--- config.mk ---
export PLATFORM = sky130hd
export DESIGN_NAME = bus_arbiter
export DESIGN_NICKNAME = d
export VERILOG_FILES = /design/src/rtl/bus_arbiter_pkg.sv /design/src/rtl/bus_arbiter_prio_enc.sv /design/src/rtl/bus_arbiter.sv
export SDC_FILE = /design/constraint.sdc
export NUM_CORES = 1
export LEC_CHECK = 0
export BUFFER_PORTS_ARGS = -buffer_cell sky130_fd_sc_hd__buf_4
export CORE_ASPECT_RATIO = 1.5
export CORE_MARGIN = 4
export CORE_UTILIZATION = 48
export DETAILED_ROUTE_END_ITERATION = 8
export PLACE_DENSITY = 0.76
export SETUP_SLACK_MARGIN = 0.4
export SLEW_MARGIN = 15
export SYNTH_ARGS = -nofsm -noshare
export SYNTH_HDL_FRONTEND = slang
export SYNTH_SLANG_ARGS = --single-unit
--- constraint.sdc ---
create_clock -name clock -period 2.45 [get_ports clock]
set_clock_uncertainty 0.15 [all_clocks]
set_input_delay 0.3675 -clock clock [delete_from_list [all_inputs] [get_ports clock]]
set_output_delay 0.3675 -clock clock [all_outputs]
set_load 0.02 [all_outputs]
--- src/rtl/bus_arbiter_pkg.sv ---
// Shared types and constants for the system bus arbiter.
package bus_arbiter_pkg;

  localparam int unsigned DEFAULT_TIMEOUT = 256;
  localparam int unsigned NUM_MASTERS     = 32;
  localparam int unsigned IDX_W           = 5;
  localparam int unsigned WD_W            = 16;

  // Address bits [31:30] of the memory region the caches snoop.
  localparam logic [1:0] SNOOP_REGION = 2'b00;

  typedef enum logic [2:0] {
    ST_IDLE       = 3'd0,
    ST_GRANT      = 3'd1,
    ST_WAIT_BEGIN = 3'd2,
    ST_BUSY       = 3'd3,
    ST_ERROR      = 3'd4,
    ST_END        = 3'd5
  } arb_state_t;

  function automatic logic [NUM_MASTERS-1:0] idx_to_onehot(input logic [IDX_W-1:0] idx);
    return {{(NUM_MASTERS-1){1'b0}}, 1'b1} << idx;
  endfunction

endpackage

--- src/rtl/bus_arbiter_prio_enc.sv ---
// Fixed-priority encoder: the highest set request index wins.
module bus_arbiter_prio_enc
  import bus_arbiter_pkg::*;
(
  input  logic [NUM_MASTERS-1:0] i_req,
  output logic                   o_valid,
  output logic [IDX_W-1:0]       o_index
);

  // Scan upward so the last (highest) set bit overwrites lower ones.
  always_comb begin
    o_valid = |i_req;
    o_index = '0;
    for (int i = 0; i < int'(NUM_MASTERS); i++) begin
      if (i_req[i]) o_index = IDX_W'(i);
    end
  end

endmodule

--- src/rtl/bus_arbiter.sv ---
// Central arbiter for the shared system bus: fixed-priority one-cycle
// grant, transaction tracking, and a stall watchdog that aborts a
// transaction with bus error followed by end-of-transaction.
//
//  state         | meaning
//  --------------+------------------------------------------------------
//  ST_IDLE       | bus free, sampling requests
//  ST_GRANT      | one-hot grant driven for this single cycle
//  ST_WAIT_BEGIN | waiting for the granted master to begin (watchdog on)
//  ST_BUSY       | transaction in flight until endTransactionIn
//  ST_ERROR      | watchdog fired, busErrorOut pulsed
//  ST_END        | endTransactionOut pulsed, then back to idle
module bus_arbiter
  import bus_arbiter_pkg::*;
#(
  parameter int unsigned TIMEOUT = DEFAULT_TIMEOUT
) (
  input  logic                   clock,
  input  logic                   reset,
  input  logic [NUM_MASTERS-1:0] busRequests,
  output logic [NUM_MASTERS-1:0] busGrants,
  input  logic                   beginTransactionIn,
  input  logic                   endTransactionIn,
  input  logic                   dataValidIn,
  input  logic [1:0]             addressDataIn,
  input  logic [7:0]             burstSizeIn,
  output logic                   busErrorOut,
  output logic                   endTransactionOut,
  output logic                   busIdle,
  output logic                   snoopableBurst
);

  // The counter holds TIMEOUT-2 on the last quiet cycle; the next quiet
  // edge would make it TIMEOUT-1, so that edge moves to ST_ERROR instead.
  // With begin sampled at edge E, busErrorOut shows TIMEOUT cycles after
  // the begin cycle.
  localparam logic [WD_W-1:0] WD_FIRE = WD_W'(TIMEOUT - 2);

  logic                   w_req_valid;
  logic [IDX_W-1:0]       w_req_idx;
  logic                   w_wd_clear;
  logic                   w_wd_expire;
  logic                   w_gnt_req;
  logic                   w_snoop_hit;

  arb_state_t             r_state;
  logic [IDX_W-1:0]       r_gnt_idx;
  logic [WD_W-1:0]        r_wd_cnt;
  logic [NUM_MASTERS-1:0] r_grants;
  logic                   r_bus_error;
  logic                   r_end_trans;
  logic                   r_idle;
  logic                   r_snoop;

  bus_arbiter_prio_enc u_prio_enc (
    .i_req   (busRequests),
    .o_valid (w_req_valid),
    .o_index (w_req_idx)
  );

  assign w_wd_clear  = dataValidIn | beginTransactionIn;
  assign w_wd_expire = !w_wd_clear && (r_wd_cnt == WD_FIRE);
  assign w_gnt_req   = busRequests[r_gnt_idx];
  assign w_snoop_hit = (addressDataIn == SNOOP_REGION) && (burstSizeIn != 8'd0);

  // Controller: state, watchdog and all registered outputs in one place.
  always_ff @(posedge clock or negedge reset) begin
    if (!reset) begin
      r_state     <= ST_IDLE;
      r_gnt_idx   <= '0;
      r_wd_cnt    <= '0;
      r_grants    <= '0;
      r_bus_error <= 1'b0;
      r_end_trans <= 1'b0;
      r_idle      <= 1'b1;
      r_snoop     <= 1'b0;
    end else begin
      r_grants    <= '0;
      r_bus_error <= 1'b0;
      r_end_trans <= 1'b0;
      case (r_state)
        ST_IDLE: begin
          if (w_req_valid) begin
            r_gnt_idx <= w_req_idx;
            r_grants  <= idx_to_onehot(w_req_idx);
            r_idle    <= 1'b0;
            r_state   <= ST_GRANT;
          end
        end
        ST_GRANT: begin
          r_wd_cnt <= '0;
          r_state  <= ST_WAIT_BEGIN;
        end
        ST_WAIT_BEGIN: begin
          if (beginTransactionIn) begin
            r_wd_cnt <= '0;
            r_snoop  <= w_snoop_hit;
            r_state  <= ST_BUSY;
          end else if (w_wd_expire) begin
            // Watchdog outranks an abandoned request.
            r_wd_cnt    <= '0;
            r_bus_error <= 1'b1;
            r_state     <= ST_ERROR;
          end else if (!w_gnt_req) begin
            r_wd_cnt <= '0;
            r_idle   <= 1'b1;
            r_state  <= ST_IDLE;
          end else begin
            r_wd_cnt <= dataValidIn ? '0 : r_wd_cnt + 1'b1;
          end
        end
        ST_BUSY: begin
          if (endTransactionIn) begin
            // A clean end beats a simultaneous watchdog expiry.
            r_wd_cnt <= '0;
            r_snoop  <= 1'b0;
            r_idle   <= 1'b1;
            r_state  <= ST_IDLE;
          end else if (w_wd_expire) begin
            r_wd_cnt    <= '0;
            r_snoop     <= 1'b0;
            r_bus_error <= 1'b1;
            r_state     <= ST_ERROR;
          end else begin
            r_wd_cnt <= w_wd_clear ? '0 : r_wd_cnt + 1'b1;
          end
        end
        ST_ERROR: begin
          r_end_trans <= 1'b1;
          r_state     <= ST_END;
        end
        ST_END: begin
          r_idle  <= 1'b1;
          r_state <= ST_IDLE;
        end
        default: begin
          r_wd_cnt <= '0;
          r_snoop  <= 1'b0;
          r_idle   <= 1'b1;
          r_state  <= ST_IDLE;
        end
      endcase
    end
  end

  assign busGrants         = r_grants;
  assign busErrorOut       = r_bus_error;
  assign endTransactionOut = r_end_trans;
  assign busIdle           = r_idle;
  assign snoopableBurst    = r_snoop;

endmodule

* After elaboration in Yosys (flattened, before gate mapping) *
Cells that the tools add are included.

storage, ports and cells
  logic and storage cells = 107
  register bits = 60
  output and inout bits = 36
  input port bits = 47

operators by class
  bitwise operators = 3
  shift-type cells = 1
  multiplexer cells = 65
  equality and inequality tests = 14
  reduce and logical (&&, ||, !) cells = 14
  add/subtract/negate cells = 1
  magnitude comparators = 1

operators by type and width
  kind                   number
  $mux 16                7
  $mux 5                 16
  $mux 32                2
  $pmux 16 s3            1
  $mux 4                 8
  $reduce_or 32->1       1
  $shl 1x5->32 const A   1
  $mux 3                 10
  $add 16x1->16 const B  1
  $eq 16x8->1 const B    1
  $pmux 3 s5             1
  $mux 1                 14
  $ne 2x2->1 const B     5
  $reduce_bool 8->1      1
  $eq 3x2->1 const B     2
  $eq 3x3->1 const B     2
  $lt 5x6->1 const B     1
  $reduce_and 3->1       2
  $reduce_and 6->1       1
  $bmux 1 s5             1
  $mux 2                 2
  $ne 4x4->1 const B     1
  $pmux 1 s4             1
  $reduce_or 4->1        1
  14 further kinds       16

* Logic depth before layout (Yosys ltp) *
Gate-level depths: netlist of run 1.

  word-level depth = 34
  mapped depth = 9
  depth with buffers taken out = 8

* Cells and area by module *
From an unflattened synthesis of run 1, not the netlist that was laid out.

unflattened totals
  cell total of the unflattened synthesis = 337
  area total of the unflattened synthesis = 3,279.4 µm²

modules (own cells, without submodules)
  module                cells each  area an instance (µm²)  seq. area each (µm²)  times used
  bus_arbiter           275         2,912.8                 1,502.7               1
  bus_arbiter_prio_enc  62          366.6                   0.0                   1

* Least setup slack after synthesis of run 1 *
Ideal clock, no wire load.

  kind = reg2reg
  start = register r_gnt_idx[2]
  end = register r_wd_cnt[3]
  stages on the path, launching flop included = 10
  setup time = 124 ps
  data required time = 2,176 ps
  setup slack = 39 ps
  period minus slack after synthesis = 2,411 ps
  buffers on the path = 2
  data arrival time = 2,137 ps
  cells stage by stage = dfrtp_1 -> buf_2 -> mux4_2 -> a22oi_1 -> and4_1 -> nor4b_2 -> a31oi_4 -> buf_6 -> nor2_1 -> a211o_1

between the ends
  cells in the longest elaborated chain, start to end = 6

ends and longest elaborated chain
  what                          RTL line            text
  from (decl)                   bus_arbiter.sv:47   logic [IDX_W-1:0] r_gnt_idx;
  from (signal assigned)        bus_arbiter.sv:84   r_gnt_idx <= w_req_idx;
  $bmux 1 s5                    bus_arbiter.sv:63   assign w_gnt_req = busRequests[r_gnt_idx];
  $mux 1 (implied by the code)  bus_arbiter.sv:63
  $mux 16                       bus_arbiter.sv:104  end else if (!w_gnt_req) begin
  $mux 16                       bus_arbiter.sv:99   end else if (w_wd_expire) begin
  $mux 16                       bus_arbiter.sv:95   if (beginTransactionIn) begin
  $pmux 16 s3                   bus_arbiter.sv:81   case (r_state)
  to (signal assigned)          bus_arbiter.sv:109  r_wd_cnt <= dataValidIn ? '0 : r_wd_cnt + 1'b1;
  to (signal assigned)          bus_arbiter.sv:125  r_wd_cnt <= w_wd_clear ? '0 : r_wd_cnt + 1'b1;
  to (decl)                     bus_arbiter.sv:48   logic [WD_W-1:0] r_wd_cnt;

No other way between the ends. The select of a mux whose other input is x is not followed.
A chain may end at the register's enable or synchronous reset.

* Final worst setup path of run 1 *
  start = register r_gnt_idx[0]
  end = register r_wd_cnt[12]

Same word-level chain as after synthesis.

==> flow_metrics.tcl, run 1 <==
set metrics [dict create \
    syn_area_um2 3268 \
    p_comb_share_pct 38.8 \
    seq_area_frac_synth_pct 45.98 \
    r2r-start "r_gnt_idx[0]" \
    insertion_delay_ns 0.35 \
    synth_fp_nets 386 \
    status "finished with violations" \
    power_frac_seq_pct 36.8 \
    crit_path_top_delay_cell "dfrtp_2" \
    cts_buffer_depth 2 \
    routed_wl_mm 10.24 \
    max_freq_ghz 0.3997 \
    hp-class "input pin to flop" \
    finalHoldViolations 0 \
    viasPerCell 5.969 \
    die_area_um2 8220 \
    hold_slack_ns 0.1950 \
    power_leakage_nw 2.263 \
    tritoncts "done" \
    violations "negative setup slack" \
    rsz0062_at_grt "true" \
    cp_max_fo 6 \
    path_cells "buf_6 > mux4_2 > a22oi_2 > and4_4 > nor4b_4 > a31oi_4 > buf_6 > buf_16 > or3_4 > o211ai_1" \
    ys_ff_latch 60 \
    numCtsBuffers 9 \
    critPathRequiredTime_ns 2.55 \
    final-max-slew-violation-count 0 \
    hp-start "endTransactionIn" \
    syn_inst 337 \
    ys_warn_count 0 \
    tightest_slew_ns 0.7643 \
    worst-path-buf-inv 3 \
    drc 0 \
    synth-edff-count 0 \
    vias 3259 \
    critPathLaunch "r_gnt_idx[0]" \
    synth.avg_cell_area_um2 9.698 \
    grt_pass1_wl_mm 15.24 \
    die_w_um 75.37 \
    grt_pass1_vias 3272 \
    synth.distinct_cells 56 \
    async_flop_share_pct 100.0 \
    post_drt_wl_per_cell_um 18.76 \
    root_buffer "clkbuf_8" \
    ios 83 \
    core_um2 6576 \
    p_per_area_nw_per_um2 657.4 \
    ys.flop_type "dfrtp_1" \
    grt_usage_pct 24.39 \
    path_clk_slew_ns 0.08 \
    area_delta_synth_final_pct 52.87 \
    rr_worst_depth 10 \
    p_clk_share_pct 24.4 \
    max_cap_viol_count 0 \
    drt-initial-drc-count 214 \
    tns_ns -0.2550 \
    hpwl_mm 7.011 \
    diodes 0 \
    slew_headroom_pct 49.04 \
    crit_family "simple AND/OR/NAND/NOR gates" \
    htree_levels 3 \
    clkSinkCount 60 \
    holdPathStages 3 \
    power_switching_mw 1.187 \
    timing.final.crit_share_pct 102.1 \
    antenna_found_initial 0 \
    worstSetupEndpointType "flop" \
    portBuffers 82 \
    drive_gt1_share_pct 49.15 \
    pre_cts_ws_ns -0.1457 \
    cpPeakStageDelay_ns 0.43 \
    p_sw_share_pct 36.13 \
    ant_nets 0 \
    ir_drop_mv 0.4153 \
    min_period_ns 2.502 \
    crit_top_cell "buf_6" \
    num-nets-final 514 \
    critPathKind "flop to flop" \
    startpoint_type "flop" \
    intPower_mw 2.098 \
    setup_slack_ns -0.05190 \
    grt_max_degree 61 \
    first_pass_iters 4 \
    initial_core_util_pct 49.70 \
    setup_viol 11 \
    gp_congestion 0.8995 \
    die_h_um 109.1 \
    cp.arrival_ns 2.60 \
    row_count 36 \
    overflow 0 \
    crit_cells 10 \
]
cells by family after synthesis:
group / Yosys count / share of synthesized area [%]
buf+inv: 23 / 3.139
flops: 60 / 45.98
xor+xnor: 3 / 0.8041
compound gates: 70 / 14.40
simple gates: 167 / 28.06
fa+ha+maj: 2 / 0.7656
mux: 12 / 6.853
state kept, by name, summed over array words and instances, names as in the netlist:
register / cells
busIdle: 1
endTransactionOut: 1
snoopableBurst: 1
r_gnt_idx: 5
r_wd_cnt: 16
r_state: 3
busGrants: 32
busErrorOut: 1
Yosys cell counts, drive strengths merged (3+ instances only):
cell	n	share of area, %
nor2	30	3.4
inv	12	1.4
nand4	3	0.57
nor3	40	6.3
nand2b	4	0.77
nor4	12	2.3
and3b	3	0.80
nand3	7	1.1
o211ai	3	0.69
mux4	8	5.5
dfrtp	59	45
nand2	28	3.2
a21oi	13	2.0
a21o	8	1.8
o31ai	3	0.69
or2	3	0.57
nor4b	3	1.0
nor3b	15	3.8
and3	3	0.57
buf	6	1.2
or4	4	1.0
o21ai	21	3.2
mux2	3	1.0
a22oi	4	0.92
clkbuf	5	0.57
or3	5	0.96
o221ai	3	0.80
layout by cell type (no fill, tap or decap), types with 7 or more instances in the layout:
cell	count
buf_4	113
dfrtp_1	55
nor2_1	27
nand2_1	23
nor3_1	19
nor3_2	18
inv_1	12
a21oi_1	12
o21ai_0	11
clkbuf_8	9
nor3b_2	8
mux4_2	8
a21o_1	8
nor4_1	7
metrics by stage:
stage	cell area, µm²	power [mW]	std cells	util, %
after detailed placement	4443	2.276	518	67.56
after floorplan	3521	1.881	337	-
final	4996	3.284	546	75.97
after CTS	4731	3.175	542	71.94
after global placement	4443	2.241	518	67.56
after global routing	4996	3.462	546	75.97
final timing paths:
kind	slack (ns)	end
max in group asynchronous	1.11	r_wd_cnt[2]
worst max-delay path	-0.05	r_wd_cnt[12]
worst min-delay path	0.19	r_state[1]
min in group asynchronous	0.47	r_state[1]
worst min register to register	0.38	snoopableBurst
worst max register to register	-0.05	r_wd_cnt[12]
per-layer routing:
| layer | vias up | part of all wire, % | track usage [%] |
|---|---|---|---|
| li1 | 1528 | - | - |
| met4 | 0 | 2.8 | 9.625 |
| met1 | 1618 | 37 | 28.38 |
| met5 | - | 0 | 0 |
| met2 | 87 | 56 | 43.26 |
| met3 | 26 | 3.7 | 4.151 |
tightest hold or removal path: stages:
cell,delay [ns]
buf_4,0.10
o211a_1,0.15
nor4_1,0.04
layout make-up:
cell class	instances	area (µm²)
Multi-Input combinational cell	254	2081
Fill cell	460	1580
Sequential cell	60	1508
Timing Repair Buffer	128	1092
Clock buffer	9	123.9
Tap cell	76	95.09
Clock inverter	7	51.30
Inverter	12	45.04
power by group through the flow:
| stage | registers [mW] | logic [mW] | clock network, mW |
|---|---|---|---|
| global placement | 1.24 | 1.01 | 0 |
| CTS | 1.20 | 1.15 | 0.825 |
| detailed placement | 1.24 | 1.04 | 0 |
| finish | 1.21 | 1.27 | 0.801 |
| global route | 1.23 | 1.37 | 0.864 |
| floorplan | 1.17 | 0.715 | 0 |
repair_timing:
item / 4_1_cts / 5_1_grt
hold buffers: 1 / 0
gates resized for setup: 10 / 45
buffers inserted: 6 / 2
pin swaps: 6 / 15
cloned: 1 / 2
hold endpoints to repair: 59 / 0
endpoints found under the setup margin: 30 / 45
No activity file was read; power rests on OpenSTA's default activity.
==> run 2: changes to the inputs <==
RECOVER_POWER = 25   (was unset)
==> flow_metrics.tcl, run 2 (same netlist as run 1, synthesis figures left out) <==
set metrics [dict create \
    ir_drop_mv 0.4153 \
    setup_slack_ns -0.04919 \
    vias 3269 \
    ios 83 \
    tightest_slew_ns 1.479 \
    final-max-slew-violation-count 0 \
    num-nets-final 514 \
    root_buffer "clkbuf_8" \
    max_cap_viol_count 0 \
    drive_gt1_share_pct 45.11 \
    gp_congestion 0.8995 \
    cp_max_fo 6 \
    routed_wl_mm 10.25 \
    diodes 0 \
    antenna_found_initial 0 \
    intPower_mw 2.093 \
    critPathKind "flop to flop" \
    slew_headroom_pct 1.411 \
    p_comb_share_pct 38.7 \
    power_frac_seq_pct 36.9 \
    pre_cts_ws_ns -0.1457 \
    die_w_um 75.37 \
    grt_pass1_vias 3272 \
    cp.arrival_ns 2.60 \
    startpoint_type "flop" \
    timing.final.crit_share_pct 102.0 \
    cts_buffer_depth 2 \
    area_delta_synth_final_pct 50.61 \
    numCtsBuffers 9 \
    rsz0062_at_grt "true" \
    violations "negative setup slack" \
    instances_no_fill 546 \
    drt-initial-drc-count 195 \
    row_count 36 \
    tritoncts "done" \
    portBuffers 82 \
    p_per_area_nw_per_um2 666.5 \
    grt_max_degree 61 \
    path_clk_slew_ns 0.08 \
    ant_nets 0 \
    core_um2 6576 \
    hp-class "input pin to flop" \
    die_h_um 109.1 \
    final_common_cell "buf_4" \
    insertion_delay_ns 0.34 \
    grt_pass1_wl_mm 15.24 \
    grt_usage_pct 24.39 \
    die_area_um2 8220 \
    hpwl_mm 7.011 \
    viasPerCell 5.987 \
    max_freq_ghz 0.4001 \
    power_leakage_nw 2.181 \
    layout_common_cells "buf_4, dfrtp_1, nor2_1" \
    htree_levels 3 \
    worstSetupEndpointType "flop" \
    drc 0 \
    p_sw_share_pct 36.20 \
    p_total_mw 3.280 \
    tns_ns -0.2527 \
    min_period_ns 2.499 \
    status "finished with violations" \
    overflow 0 \
    first_pass_iters 5 \
    post_drt_wl_per_cell_um 18.78 \
    largest_register_ff_count 32 \
    finalHoldViolations 0 \
    p_clk_share_pct 24.4 \
    initial_core_util_pct 49.70 \
    setup_viol 11 \
    critPathRequiredTime_ns 2.55 \
    postLayoutCoreUtil_pct 74.85 \
    clkSinkCount 60 \
    power_switching_mw 1.188 \
    nFillCells 483 \
    dp.cells 518 \
]
-- run 2: path summary, 6_finish.rpt --
path,startpoint,end,slack [ns],cells after the start
worst max-delay path,r_gnt_idx[0],r_wd_cnt[12],-0.05,10
worst min-delay path,endTransactionIn,r_state[1],0.20,3
worst max register to register,r_gnt_idx[0],r_wd_cnt[12],-0.05,10
worst min register to register,snoopableBurst,snoopableBurst,0.38,1
max in group asynchronous,reset,r_wd_cnt[2],0.39,2
min in group asynchronous,reset,r_state[1],0.75,2
-- run 2: worst max-delay path, stage by stage, from the launching register on --
cell      delay (ns)
dfrtp_2         0.43
buf_6           0.13
mux4_2          0.33
a22oi_2         0.07
and4_4          0.21
nor4b_4         0.27
a31oi_4         0.07
buf_6           0.15
buf_16          0.14
or3_4           0.36
o211ai_1        0.09
-- run 2: repair_timing --
action | 4_1_cts | 5_1_grt
cloned | 1 | 2
endpoints found under the hold margin | 59 | 0
pin swaps | 6 | 15
endpoints found under the setup margin | 30 | 45
gates resized for setup | 10 | 45
buffers inserted | 6 | 2
hold buffers | 1 | 0
-- run 2: through the flow --
step | hold slack (ns) | cell area [µm²]
finish | 0.1963 | 4922
floorplan | -0.07809 | 3521
global route | 0.1890 | 4922
global placement | 0.3222 | 4443
detailed placement | 0.3341 | 4443
CTS | 0.1732 | 4731
-- run 2: layer usage --
metal | GRT usage (%) | wire (µm) | up-vias
met5 | 0 | 0 | -
li1 | - | - | 1528
met4 | 9.625 | 283 | 0
met3 | 4.151 | 424 | 25
met1 | 28.38 | 3775 | 1618
met2 | 43.26 | 5769 | 98
-- run 2: power groups by stage --
stage	combinational, mW	clock (mW)	sequential (mW)
after floorplan	0.715	0	1.17
after global placement	1.01	0	1.24
after detailed placement	1.04	0	1.24
after CTS	1.15	0.825	1.20
after global routing	1.37	0.864	1.23
final	1.27	0.801	1.21
-- run 2: final cells by class --
class	count	area, µm²	share of cell area (%)
inverters	12	45.04	0.9151
clock inverters	7	51.30	1.042
multi-input cells	254	2081	42.27
well taps	76	95.09	1.932
clock buffers	9	123.9	2.517
repair buffers	128	1018	20.69
flip-flops and latches	60	1508	30.63
